--- config.mk ---
export PLATFORM = sky130hd
export DESIGN_NAME = shifter_seq
export DESIGN_NICKNAME = d
export VERILOG_FILES = /design/src/rtl/shifter_pkg.sv /design/src/rtl/shift_step.sv /design/src/rtl/shifter_seq.sv
export SDC_FILE = /design/constraint.sdc
export NUM_CORES = 1
export LEC_CHECK = 0
export CAP_MARGIN = 40
export CORE_MARGIN = 1.5
export CORE_UTILIZATION = 35
export CTS_BUF_LIST = sky130_fd_sc_hd__clkbuf_4 sky130_fd_sc_hd__clkbuf_8 sky130_fd_sc_hd__clkbuf_16
export DETAILED_ROUTE_END_ITERATION = 8
export HOLD_SLACK_MARGIN = 0.05
export PLACE_DENSITY = 0.59
export SLEW_MARGIN = 10
export SYNTH_ARGS = -nofsm -noshare
export SYNTH_HDL_FRONTEND = slang
export SYNTH_SLANG_ARGS = --single-unit
export TNS_END_PERCENT = 10
--- constraint.sdc ---
create_clock -name clk -period 2.23 [get_ports clk]
set_clock_uncertainty 0.05 [all_clocks]
set_input_delay 0.446 -clock clk [delete_from_list [all_inputs] [get_ports clk]]
set_output_delay 0.446 -clock clk [all_outputs]
set_load 0.01 [all_outputs]
--- src/rtl/shifter_pkg.sv ---
// Shared opcode and FSM state definitions for the sequential shifter.
package shifter_pkg;

    localparam int unsigned OP_W = 3;

    typedef enum logic [OP_W-1:0] {
        OP_NOP  = 3'b000,
        OP_LOAD = 3'b001,
        OP_LSL  = 3'b010,
        OP_LSR  = 3'b011,
        OP_ASR  = 3'b100,
        OP_ROL  = 3'b101,
        OP_ROR  = 3'b110,
        OP_RSV  = 3'b111
    } op_e;

    typedef enum logic {
        ST_IDLE  = 1'b0,
        ST_SHIFT = 1'b1
    } state_e;

    // True for the opcodes that move bits (and may take several cycles).
    function automatic logic is_shift_op(input op_e op);
        logic res;
        res = 1'b0;
        case (op)
            OP_LSL, OP_LSR, OP_ASR, OP_ROL, OP_ROR: res = 1'b1;
            default:                                res = 1'b0;
        endcase
        return res;
    endfunction

endpackage

--- src/rtl/shift_step.sv ---
// Single combinational shift/rotate step of k bits (k may be 0) with carry-out.
module shift_step
    import shifter_pkg::*;
#(
    parameter int unsigned WIDTH = 8,
    parameter int unsigned KW    = 2
) (
    input  logic [WIDTH-1:0] d_i,
    input  op_e              op_i,
    input  logic [KW-1:0]    k_i,
    input  logic             carry_i,
    output logic [WIDTH-1:0] d_o_c,
    output logic             carry_o_c
);

    logic        [WIDTH:0]   lsl_w;
    logic        [WIDTH:0]   lsr_w;
    logic signed [WIDTH:0]   asr_w;
    logic        [WIDTH-1:0] rol_w;
    logic        [WIDTH-1:0] ror_w;
    int unsigned             k_int;

    // Extra guard bit on each shift captures the last bit pushed out.
    always_comb begin
        k_int = 32'(k_i);
        lsl_w = {1'b0, d_i} << k_i;
        lsr_w = {d_i, 1'b0} >> k_i;
        asr_w = $signed({d_i, 1'b0}) >>> k_i;
        rol_w = (d_i << k_int) | (d_i >> (WIDTH - k_int));
        ror_w = (d_i >> k_int) | (d_i << (WIDTH - k_int));

        d_o_c     = d_i;
        carry_o_c = carry_i;
        if (k_i != '0) begin
            case (op_i)
                OP_LSL: begin
                    d_o_c     = lsl_w[WIDTH-1:0];
                    carry_o_c = lsl_w[WIDTH];
                end
                OP_LSR: begin
                    d_o_c     = lsr_w[WIDTH:1];
                    carry_o_c = lsr_w[0];
                end
                OP_ASR: begin
                    d_o_c     = asr_w[WIDTH:1];
                    carry_o_c = asr_w[0];
                end
                OP_ROL: begin
                    d_o_c     = rol_w;
                    carry_o_c = rol_w[0];
                end
                OP_ROR: begin
                    d_o_c     = ror_w;
                    carry_o_c = ror_w[WIDTH-1];
                end
                default: begin
                    d_o_c     = d_i;
                    carry_o_c = carry_i;
                end
            endcase
        end
    end

endmodule

--- src/rtl/shifter_seq.sv ---
// Multi-cycle shift/rotate register: up to MAX_STEP bits per cycle with
// valid/ready command intake, busy/done status and carry-out.
module shifter_seq
    import shifter_pkg::*;
#(
    parameter  int unsigned WIDTH    = 8,
    parameter  int unsigned MAX_STEP = 3,
    localparam int unsigned SHW      = $clog2(WIDTH)
) (
    input  logic             clk,
    input  logic             reset_n,
    input  logic             clr,
    input  logic             cmd_valid,
    output logic             cmd_ready,
    input  logic [OP_W-1:0]  op,
    input  logic [SHW-1:0]   shamt,
    input  logic [WIDTH-1:0] d_in,
    output logic [WIDTH-1:0] d_out,
    output logic             carry,
    output logic             busy,
    output logic             done
);

    localparam int unsigned KW = $clog2(MAX_STEP + 1);

    state_e           state_q, state_d;
    op_e              op_q, op_d;
    logic [SHW-1:0]   rem_q, rem_d;
    logic [WIDTH-1:0] d_q, d_d;
    logic             carry_q, carry_d;
    logic             busy_q, busy_d;
    logic             done_q, done_d;

    op_e              cmd_op_c;
    op_e              step_op_c;
    logic [SHW-1:0]   step_src_c;
    logic [KW-1:0]    step_k_c;
    logic [SHW-1:0]   rem_after_c;
    logic [WIDTH-1:0] step_res_c;
    logic             step_carry_c;
    logic             accept_c;

    // Step operand select: in flight use the latched op/remaining, else the new command.
    always_comb begin
        cmd_op_c    = op_e'(op);
        step_src_c  = (state_q == ST_SHIFT) ? rem_q : shamt;
        step_op_c   = (state_q == ST_SHIFT) ? op_q  : cmd_op_c;
        step_k_c    = (step_src_c > SHW'(MAX_STEP)) ? KW'(MAX_STEP) : KW'(step_src_c);
        rem_after_c = step_src_c - SHW'(step_k_c);
        accept_c    = cmd_valid & ~busy_q & ~clr;
    end

    shift_step #(
        .WIDTH (WIDTH),
        .KW    (KW)
    ) u_step (
        .d_i       (d_q),
        .op_i      (step_op_c),
        .k_i       (step_k_c),
        .carry_i   (carry_q),
        .d_o_c     (step_res_c),
        .carry_o_c (step_carry_c)
    );

    // Next-state, datapath and status; clr overrides everything.
    always_comb begin
        state_d = state_q;
        op_d    = op_q;
        rem_d   = rem_q;
        d_d     = d_q;
        carry_d = carry_q;
        done_d  = 1'b0;

        if (clr) begin
            state_d = ST_IDLE;
            rem_d   = '0;
            d_d     = '0;
            carry_d = 1'b0;
        end else begin
            case (state_q)
                ST_IDLE: begin
                    if (accept_c) begin
                        done_d = 1'b1;
                        if (cmd_op_c == OP_LOAD) begin
                            d_d = d_in;
                        end else if (is_shift_op(cmd_op_c) && (shamt != '0)) begin
                            // First step executes at the accepting edge.
                            d_d     = step_res_c;
                            carry_d = step_carry_c;
                            rem_d   = rem_after_c;
                            if (rem_after_c != '0) begin
                                state_d = ST_SHIFT;
                                op_d    = cmd_op_c;
                                done_d  = 1'b0;
                            end
                        end
                    end
                end
                ST_SHIFT: begin
                    d_d     = step_res_c;
                    carry_d = step_carry_c;
                    rem_d   = rem_after_c;
                    if (rem_after_c == '0) begin
                        state_d = ST_IDLE;
                        done_d  = 1'b1;
                    end
                end
                default: begin
                    state_d = ST_IDLE;
                    rem_d   = '0;
                end
            endcase
        end

        busy_d = (state_d == ST_SHIFT);
    end

    // State and datapath registers.
    always_ff @(posedge clk or negedge reset_n) begin
        if (!reset_n) begin
            state_q <= ST_IDLE;
            op_q    <= OP_NOP;
            rem_q   <= '0;
            d_q     <= '0;
            carry_q <= 1'b0;
            busy_q  <= 1'b0;
            done_q  <= 1'b0;
        end else begin
            state_q <= state_d;
            op_q    <= op_d;
            rem_q   <= rem_d;
            d_q     <= d_d;
            carry_q <= carry_d;
            busy_q  <= busy_d;
            done_q  <= done_d;
        end
    end

    assign d_out     = d_q;
    assign carry     = carry_q;
    assign busy      = busy_q;
    assign done      = done_q;
    assign cmd_ready = ~busy_q;

endmodule
# Word level (Yosys, flattened, before mapping)
# Cells that the tools add are included.
[word_totals]
reg_bits = 17
elab_cells = 88
inputBits = 18
[classes]
n_eq_ne = 15
n_shift = 7
n_mux = 41
bitwise_logic = 7
n_reduce_logical = 9
magnitude_cmp = 1
add_sub_neg = 2
[op_table]
columns = ["op", "n"]
rows = [
  ["2-to-1 mux 8 bit", 5],
  ["one-hot mux 8 bit (5 select lines)", 1],
  ["left shift 8 x 32 -> 8 bit", 1],
  ["right shift 8 x 32 -> 8 bit", 1],
  ["2-to-1 mux 1 bit", 22],
  ["== test 3 bit (second input constant)", 6],
  ["2-to-1 mux 3 bit", 6],
  ["bitwise OR 8 bit", 2],
  ["one-hot mux 8 bit (2 select lines)", 1],
  ["== test 3 x 2 -> 1 bit (second input constant)", 4],
  ["left shift 8 x 2 -> 9 bit", 1],
  ["right shift 9 x 2 -> 9 bit", 1],
  [">>> shifter 9 x 2 -> 9 bit", 1],
  ["left shift 8 x 2 -> 8 bit", 1],
  ["right shift 8 x 2 -> 8 bit", 1],
  ["inequality test 3 x 2 -> 1 bit (second input constant)", 2],
  ["one-hot mux 1 bit (2 select lines)", 3],
  ["one-hot mux 3 bit (2 select lines)", 1],
  ["AND reduction 6 bit", 1],
  ["nonzero test 3 bit", 2],
  ["one-hot mux 1 bit (5 select lines)", 1],
  ["OR reduction 5 bit", 1],
  ["subtractor 4 x 2 -> 5 bit (first input constant)", 1],
  ["inequality test 4 x 2 -> 1 bit (second input constant)", 1],
  ["12 further kinds", 15],
]

# Logic depth before layout (Yosys ltp)
# Gate-level depths: netlist (run 1).
[logic_depth]
word_depth = 13
ltp_mapped = 9

# By module
# A second synthesis (run 1) with hierarchy kept.
[unflattened]
cells_unflattened = 246
hier_area_um2 = 2093.3
[modules_own_cells]
columns = ["mod", "area_per_inst_um2", "n_inst", "cells_per_inst", "seq_area_each_um2"]
rows = [
  ["shift_step", 1087.3, 1, 153, 0.0],
  ["shifter_seq", 1006.0, 1, 93, 425.4],
]

# Worst setup path after synthesis (run 1)
# No wires, ideal clock.
[synth_timing]
path_kind = "reg-to-reg"
startpoint = "register busy_q, in the netlist busy"
endpoint = "register d_q[1], in the netlist d_out[1]"
synth_period_minus_slack_ns = 2.080
required_time_ns = 2.043
t_arrival_ns = 1.893
path_slack_ns = 0.150
path_stages_with_launch = 10
n_path_buf = 3
cell_sequence = "dfrtp_1 buf_6 or3_1 buf_6 nand2_8 buf_12 nor3_2 a221o_1 o311ai_2 o211ai_1"
[synth_between]
elab_chain_len = 13
[synth_rtl]
columns = ["item", "line_no", "source"]
rows = [
  ["start: declaration", "shifter_seq.sv:31", "logic busy_q, busy_d;"],
  ["start signal: assignment", "shifter_seq.sv:134", "busy_q <= busy_d;"],
  ["2-to-1 mux 3 bit", "n/a", ""],
  ["> comparator 3 x 2 -> 1 bit", "n/a", ""],
  ["2-to-1 mux 2 bit", "n/a", ""],
  ["subtractor 4 x 2 -> 5 bit", "n/a", ""],
  ["left shift 8 x 32 -> 8 bit / right shift 8 x 32 -> 8 bit (equally long branches)", "n/a", ""],
  ["bitwise OR 8 bit, on equally long branches", "n/a", ""],
  ["one-hot mux 8 bit (5 select lines)", "n/a", ""],
  ["2-to-1 mux 8 bit (4 in a row)", "n/a", ""],
  ["one-hot mux 8 bit (2 select lines)", "n/a", ""],
  ["2-to-1 mux 8 bit", "n/a", ""],
  ["end signal: assignment", "shifter_seq.sv:124", "d_q <= '0;"],
  ["end signal: assignment", "shifter_seq.sv:132", "d_q <= d_d;"],
  ["end: declaration", "shifter_seq.sv:29", "logic [WIDTH-1:0] d_q, d_d;"],
]
# Several ways; a longest one is shown, not always the timed one. The select of a mux whose other input is x is not followed.
# A chain may end at the register's enable or synchronous reset.

# Worst setup path in the final report (run 1)
[layout_timing]
startpoint = "register busy_q, in the netlist busy"
endpoint = "register d_q[3], in the netlist d_out[3]"
# The elaborated chain is that of the path after synthesis.

==> flow_metrics.env, run 1 <==
export IMPL_cts_path_max_buffers=2
export IMPL_cts_sinks=17
export IMPL_grt_antenna_before_repair=0
export IMPL_timing_max_transition_violations_final=0
export IMPL_place_detailed_instances=415
export IMPL_synth_lib_cells_used_distinct=67
export IMPL_synth_fp_nets=274
export IMPL_avgRoutedWirePerCell_um=17.6
export IMPL_antenna_cells=0
export IMPL_num_nets_final=377
export IMPL_yosys_register_bits=17
export IMPL_gr_total_overflow=0
export IMPL_fmax_mhz=445
export IMPL_power_share_combinational_pct=47.4
export IMPL_timing_hold_worst_class="input pin to async pin"
export IMPL_critPathKind="flop to flop"
export IMPL_p_switching_uw=461
export IMPL_critPathLaunchType="flop"
export IMPL_synth_common_cells="sky130_fd_sc_hd__nand2_1 (31), sky130_fd_sc_hd__o21ai_0 (20), sky130_fd_sc_hd__dfrtp_1 (17), sky130_fd_sc_hd__nor2_1 (14), sky130_fd_sc_hd__a21oi_1 (13)"
export IMPL_crit_path_max_incr_delay_ns=0.45
export IMPL_power_per_cell_area_mw_per_mm2=402
export IMPL_syn_inst=255
export IMPL_totalPowerFinal_uw=1240
export IMPL_cts_tree="yes"
export IMPL_remaining_antenna_violation_count=0
export IMPL_detailed_place_hpwl_mm=5.78
export IMPL_cp_capture_type="flop"
export IMPL_insertion_delay_ns=0.26
export IMPL_critPathArrivalTime_ns=2.38
export IMPL_first_pass_iters=5
export IMPL_critical_path_most_common_cell="sky130_fd_sc_hd__buf_4"
export IMPL_number_of_global_route_vias_before_repair=2406
export IMPL_route_final_wire_length_mm=7.54
export IMPL_p_leak_uw=0.00132
export IMPL_worst_setup_slack_after_layout_ns=-0.0153
export IMPL_synth_top_area_cell="sky130_fd_sc_hd__dfrtp_1"
export IMPL_start_util_pct=36.4
export IMPL_post_route_drc_count=0
export IMPL_run_status="finished, violations left"
export IMPL_placeableCoreArea_sq_mm=0.00551
export IMPL_cp_max_fo=6
export IMPL_numCtsBuffers=3
export IMPL_dieHeight_um=78.7
export IMPL_htree_depth=1
export IMPL_portBuffers=29
export IMPL_rsz0062_at_grt="yes"
export IMPL_synth_yosys_seq_area_share_pct=21.2
export IMPL_cts_root_buf="sky130_fd_sc_hd__clkbuf_8"
export IMPL_grt_pass1_wl_mm=12.3
export IMPL_setup_viol=2
export IMPL_crit_path_cell_trace="buf_4 > nor3b_4 > buf_4 > o21ai_0 > buf_4 > o21ai_0 > a221oi_1 > a311o_1 > a32oi_1"
export IMPL_post_synth_top_count_cell="sky130_fd_sc_hd__nand2_1"
export IMPL_synth_async_reset_ratio_pct=100
export IMPL_netSwitchingFraction_pct=37.0
export IMPL_internal_power_uw=783
export IMPL_final_design_area_no_fill_sq_mm=0.00310
export IMPL_ys_dominant_reg_cell="sky130_fd_sc_hd__dfrtp_1"
export IMPL_power_share_clock_pct=21.3
export IMPL_gp_congestion=0.969
export IMPL_p_seq_share_pct=31.3
export IMPL_slew_headroom_pct=68.2
export IMPL_placementRows=27
export IMPL_post_drt_via_cell_ratio=5.92
export IMPL_pin_count_of_the_biggest_net_entering_global_routing=18
export IMPL_routed_via_count=2538
export IMPL_die_area_sq_mm=0.00619
export IMPL_synth_largest_type_area_fraction_pct=21.2
export IMPL_fin_crit_sh_pct=101
export IMPL_area_growth_pct=54.5
export IMPL_violated_checks="setup timing"
export IMPL_finalWorstPathRequiredPeriod_ns=2.25
export IMPL_worst_pin_slew_ns=0.477
export IMPL_synth_yosys_warnings=0
export IMPL_syn_mean_instance_area_sq_um=7.87
export IMPL_gr_usage_all_layers_pct=25.2
export IMPL_place_ws_ns=-0.413
export IMPL_chipWidth_um=78.7
export IMPL_synth_top_cells_by_area="sky130_fd_sc_hd__dfrtp_1 (21%), sky130_fd_sc_hd__nand2_1 (5.8%), sky130_fd_sc_hd__o21ai_0 (5.0%), sky130_fd_sc_hd__a21oi_1 (3.2%), sky130_fd_sc_hd__buf_6 (2.8%)"
export IMPL_fraction_of_final_layout_cells_sized_beyond_drive_strength_1_pct=36.7
export IMPL_clk_pin_slew_worst_paths_ns=0.08
export IMPL_maxCapViolCount=0
export IMPL_final_cell_count_no_fill=429
export IMPL_synth_edf_count=0
export IMPL_worst_ir_drop_vdd_mv=0.267
export IMPL_synth_area_sq_mm=0.00201
export IMPL_slowest_stage="sky130_fd_sc_hd__dfrtp_2"
export IMPL_finalSetupTns_ns=-0.0176
export IMPL_i_o_pin_cnt=30
export IMPL_required_worst_endpoint_ns=2.36
export IMPL_detail_route_iter0_violations=171
export IMPL_final_hold_viol_count=0
export IMPL_placed_area_sq_mm=0.00284
-- final timing paths --
path,end,slack (ns),from,cells after the start
min in group clk,op_q[1],0.54,op_q[1],1
max,d_out[3],-0.02,busy,9
max reg2reg,d_out[3],-0.02,busy,9
max in group asynchronous,busy,1.44,reset_n,2
min,done,0.47,reset_n,2
min reg2reg,op_q[1],0.54,op_q[1],1
-- layout by cell type (no fill, tap or decap), types with 7 or more instances in the layout --
cell	Yosys	layout
sky130_fd_sc_hd__buf_4	3	82
sky130_fd_sc_hd__inv_1	7	7
sky130_fd_sc_hd__a21oi_1	13	11
sky130_fd_sc_hd__o21ai_0	20	17
sky130_fd_sc_hd__clkdlybuf4s50_1	0	26
sky130_fd_sc_hd__dfrtp_1	17	16
sky130_fd_sc_hd__nand2_1	31	30
sky130_fd_sc_hd__nand3_1	10	9
sky130_fd_sc_hd__nor2_1	14	13
-- cell type report --
class | count | area, sq um
inverter | 8 | 30.0
clock buffer | 4 | 48.8
timing repair buffer | 115 | 961
fill | 519 | 2410
tap | 72 | 90.1
multi-input combinational | 213 | 1540
sequential | 17 | 427
-- flip-flops by register name (all words and copies together), names as in the netlist --
name,count
d_out,8
op_q,3
rem_q,3
busy,1
carry,1
done,1
-- routing by layer --
metal / wire [um] / track usage, %
met5: 0 / 0
met4: 141 / 6.43
met1: 3510 / 36.1
met2: 3400 / 39.8
met3: 497 / 3.10
-- cells by family (layout without fill, tap and decap cells) --
kind of cell / Yosys count / count (layout) / share of synthesized area, %
compound gates: 101 / 101 / 35.7
xor+xnor: 3 / 3 / 1.31
fa+ha+maj: 1 / 1 / 0.624
buf+inv: 25 / 127 / 8.17
flops: 17 / 17 / 21.2
mux: 11 / 11 / 6.49
simple gates: 97 / 97 / 26.5
-- power by group through the flow --
stage / Sequential (uW) / Combinational (uW) / Clock [uW]
after CTS: 384 / 548 / 273
after floorplan: 386 / 267 / 0
after global placement: 393 / 530 / 0
final: 390 / 590 / 265
after detailed placement: 391 / 528 / 0
after global routing: 393 / 636 / 282
-- worst max-delay path, delay by kind of cell, from the launching register on --
kind / cells / cell delay, ns
compound gates: 5 / 0.90
flops: 1 / 0.45
buf+inv: 3 / 0.51
simple gates: 1 / 0.24
-- what timing repair did --
| action | in CTS | in global routing |
|---|---|---|
| setup buffers | 4 | 6 |
| resized for setup | 13 | 26 |
| endpoints found under the setup margin | 12 | 15 |
| pin swaps | 4 | 17 |
| hold buffers | 0 | 0 |
-- per-stage QoR --
stage          hold slack (ns)  util [%]
6_report                 0.465      56.3
5_1_grt                  0.510      56.3
4_1_cts                  0.473      53.8
3_5_place_dp             0.527      51.5
3_3_place_gp             0.526      51.5
2_1_floorplan            0.100         -
(Power assumes the default switching activity.)
==> run 2: changes to the inputs <==
--- a/config.mk
+++ b/config.mk
@@ -11,7 +11,7 @@
 export CTS_BUF_LIST = sky130_fd_sc_hd__clkbuf_4 sky130_fd_sc_hd__clkbuf_8 sky130_fd_sc_hd__clkbuf_16
 export DETAILED_ROUTE_END_ITERATION = 8
 export HOLD_SLACK_MARGIN = 0.05
-export PLACE_DENSITY = 0.59
+export PLACE_DENSITY = 0.65
 export SLEW_MARGIN = 10
 export SYNTH_ARGS = -nofsm -noshare
 export SYNTH_HDL_FRONTEND = slang
==> run 2 against run 1 <==
The run still ends with setup timing left. Utilization shrank 1.5 points. Sequential share of layout area is 0.39 points higher. Critical path depth unchanged. Power decreased by 1.6%. Die area stayed put. Fmax hardly changed. Setup slack got worse by 0.0018 ns. Register-to-register slack hardly changed. Clock-buffer cell count down 1. Largest power group unchanged.
==> flow_metrics.env, run 2 (synthesis gave the netlist of run 1 again) <==
export IMPL_dieHeight_um=78.7
export IMPL_p_leak_uw=0.00127
export IMPL_finalWorstPathRequiredPeriod_ns=2.25
export IMPL_worst_ir_drop_vdd_mv=0.250
export IMPL_number_of_global_route_vias_before_repair=2471
export IMPL_critPathLaunchType="flop"
export IMPL_worst_pin_slew_ns=0.566
export IMPL_number_of_flip_flops_in_the_largest_register=8
export IMPL_fmax_mhz=445
export IMPL_start_util_pct=36.4
export IMPL_totalPowerFinal_uw=1220
export IMPL_cp_max_fo=6
export IMPL_post_route_drc_count=0
export IMPL_i_o_pin_cnt=30
export IMPL_grt_pass1_wl_mm=12.5
export IMPL_num_nets_final=365
export IMPL_slew_headroom_pct=61.9
export IMPL_final_common_cell="sky130_fd_sc_hd__buf_4"
export IMPL_critPathArrivalTime_ns=2.38
export IMPL_run_status="finished, violations left"
export IMPL_numCtsBuffers=3
export IMPL_cts_root_buf="sky130_fd_sc_hd__clkbuf_8"
export IMPL_place_detailed_instances=408
export IMPL_area_growth_pct=50.2
export IMPL_required_worst_endpoint_ns=2.37
export IMPL_post_drt_via_cell_ratio=6.05
export IMPL_detail_route_iter0_violations=268
export IMPL_fraction_of_final_layout_cells_sized_beyond_drive_strength_1_pct=33.6
export IMPL_ctsHoldBuffers=0
export IMPL_first_pass_iters=4
export IMPL_rsz0062_at_grt="yes"
export IMPL_die_area_sq_mm=0.00619
export IMPL_timing_max_transition_violations_final=0
export IMPL_maxCapViolCount=0
export IMPL_violated_checks="setup timing"
export IMPL_worst_hold_slack_ns=0.452
export IMPL_cp_capture_type="flop"
export IMPL_setup_viol=2
export IMPL_cts_tree="yes"
export IMPL_gp_congestion=1.03
export IMPL_gr_total_overflow=0
export IMPL_cts_path_max_buffers=2
export IMPL_insertion_delay_ns=0.27
export IMPL_clk_pin_slew_worst_paths_ns=0.09
export IMPL_pin_count_of_the_biggest_net_entering_global_routing=18
export IMPL_gr_usage_all_layers_pct=25.7
export IMPL_chipWidth_um=78.7
export IMPL_finalSetupTns_ns=-0.0185
export IMPL_detailed_place_hpwl_mm=5.80
export IMPL_route_final_wire_length_mm=7.81
export IMPL_antenna_cells=0
export IMPL_remaining_antenna_violation_count=0
export IMPL_power_per_cell_area_mw_per_mm2=407
export IMPL_htree_depth=1
export IMPL_critPathKind="flop to flop"
export IMPL_cts_sinks=17
export IMPL_routed_via_count=2524
export IMPL_worst_setup_slack_after_layout_ns=-0.0171
export IMPL_grt_antenna_before_repair=0
export IMPL_final_cell_count_no_fill=417
export IMPL_timing_hold_worst_class="input pin to async pin"
export IMPL_placeableCoreArea_sq_mm=0.00551
export IMPL_placementRows=27
export IMPL_final_hold_viol_count=0
export IMPL_commonest_cells_after_routing_fill_and_taps_aside="sky130_fd_sc_hd__buf_4 (66), sky130_fd_sc_hd__nand2_1 (30), sky130_fd_sc_hd__clkdlybuf4s50_1 (22)"
export IMPL_fin_crit_sh_pct=101
export IMPL_portBuffers=29
export IMPL_avgRoutedWirePerCell_um=18.7
==> run 2: through the flow <==
stage	area, sq um	worst slack (ns)	util, %
3_5_place_dp	2780	-0.445	50.5
6_report	3010	-0.0171	54.7
3_3_place_gp	2780	-0.429	50.5
4_1_cts	2900	-0.0201	52.6
2_1_floorplan	2010	0.150	-
5_1_grt	3010	-0.0667	54.7
==> run 2: metal layers <==
metal | track usage, % | up-vias | wire length [um]
met4 | 11.8 | 0 | 245
met2 | 40.3 | 108 | 3570
met1 | 34.5 | 1224 | 3410
li1 | - | 1165 | -
met3 | 3.91 | 27 | 590
met5 | 0 | - | 0
==> run 2: layout make-up <==
cell class	count	area [sq um]
multi-input cells	213	1540
well taps	72	90.1
flip-flops and latches	17	427
clock buffers	3	41.3
inverters	8	30.0
clock inverters	1	5.00
repair buffers	103	883
fillers	514	2490
==> run 2: worst paths after layout <==
path	startpoint	depth (start not counted)	slack [ns]	to
max	busy	9	-0.02	d_out[6]
min	reset_n	2	0.45	op_q[2]
max reg2reg	busy	9	-0.02	d_out[6]
min reg2reg	carry	2	0.56	carry
max in group asynchronous	reset_n	2	1.44	busy
min in group clk	carry	2	0.56	carry
==> run 2: report_power, final <==
part	internal, uW	switching, uW
combinational	283	286
sequential	339	49.9
clock	125	141
total	748	477
==> run 2: critical path, cell delays in order (launching register included) <==
cell and delay, ns:
sky130_fd_sc_hd__dfrtp_2 0.48, sky130_fd_sc_hd__buf_6 0.16, sky130_fd_sc_hd__mux2_4 0.33, sky130_fd_sc_hd__nand3b_1 0.28, sky130_fd_sc_hd__buf_4 0.21, sky130_fd_sc_hd__buf_6 0.11, sky130_fd_sc_hd__nand2b_4 0.13, sky130_fd_sc_hd__o221ai_2 0.19
sky130_fd_sc_hd__a211oi_2 0.06, sky130_fd_sc_hd__o22ai_1 0.17
==> run 2: timing repair <==
action	CTS	global route
setup buffers	2	3
setup endpoints to repair	9	10
resized for setup	20	30
pin swaps	3	12
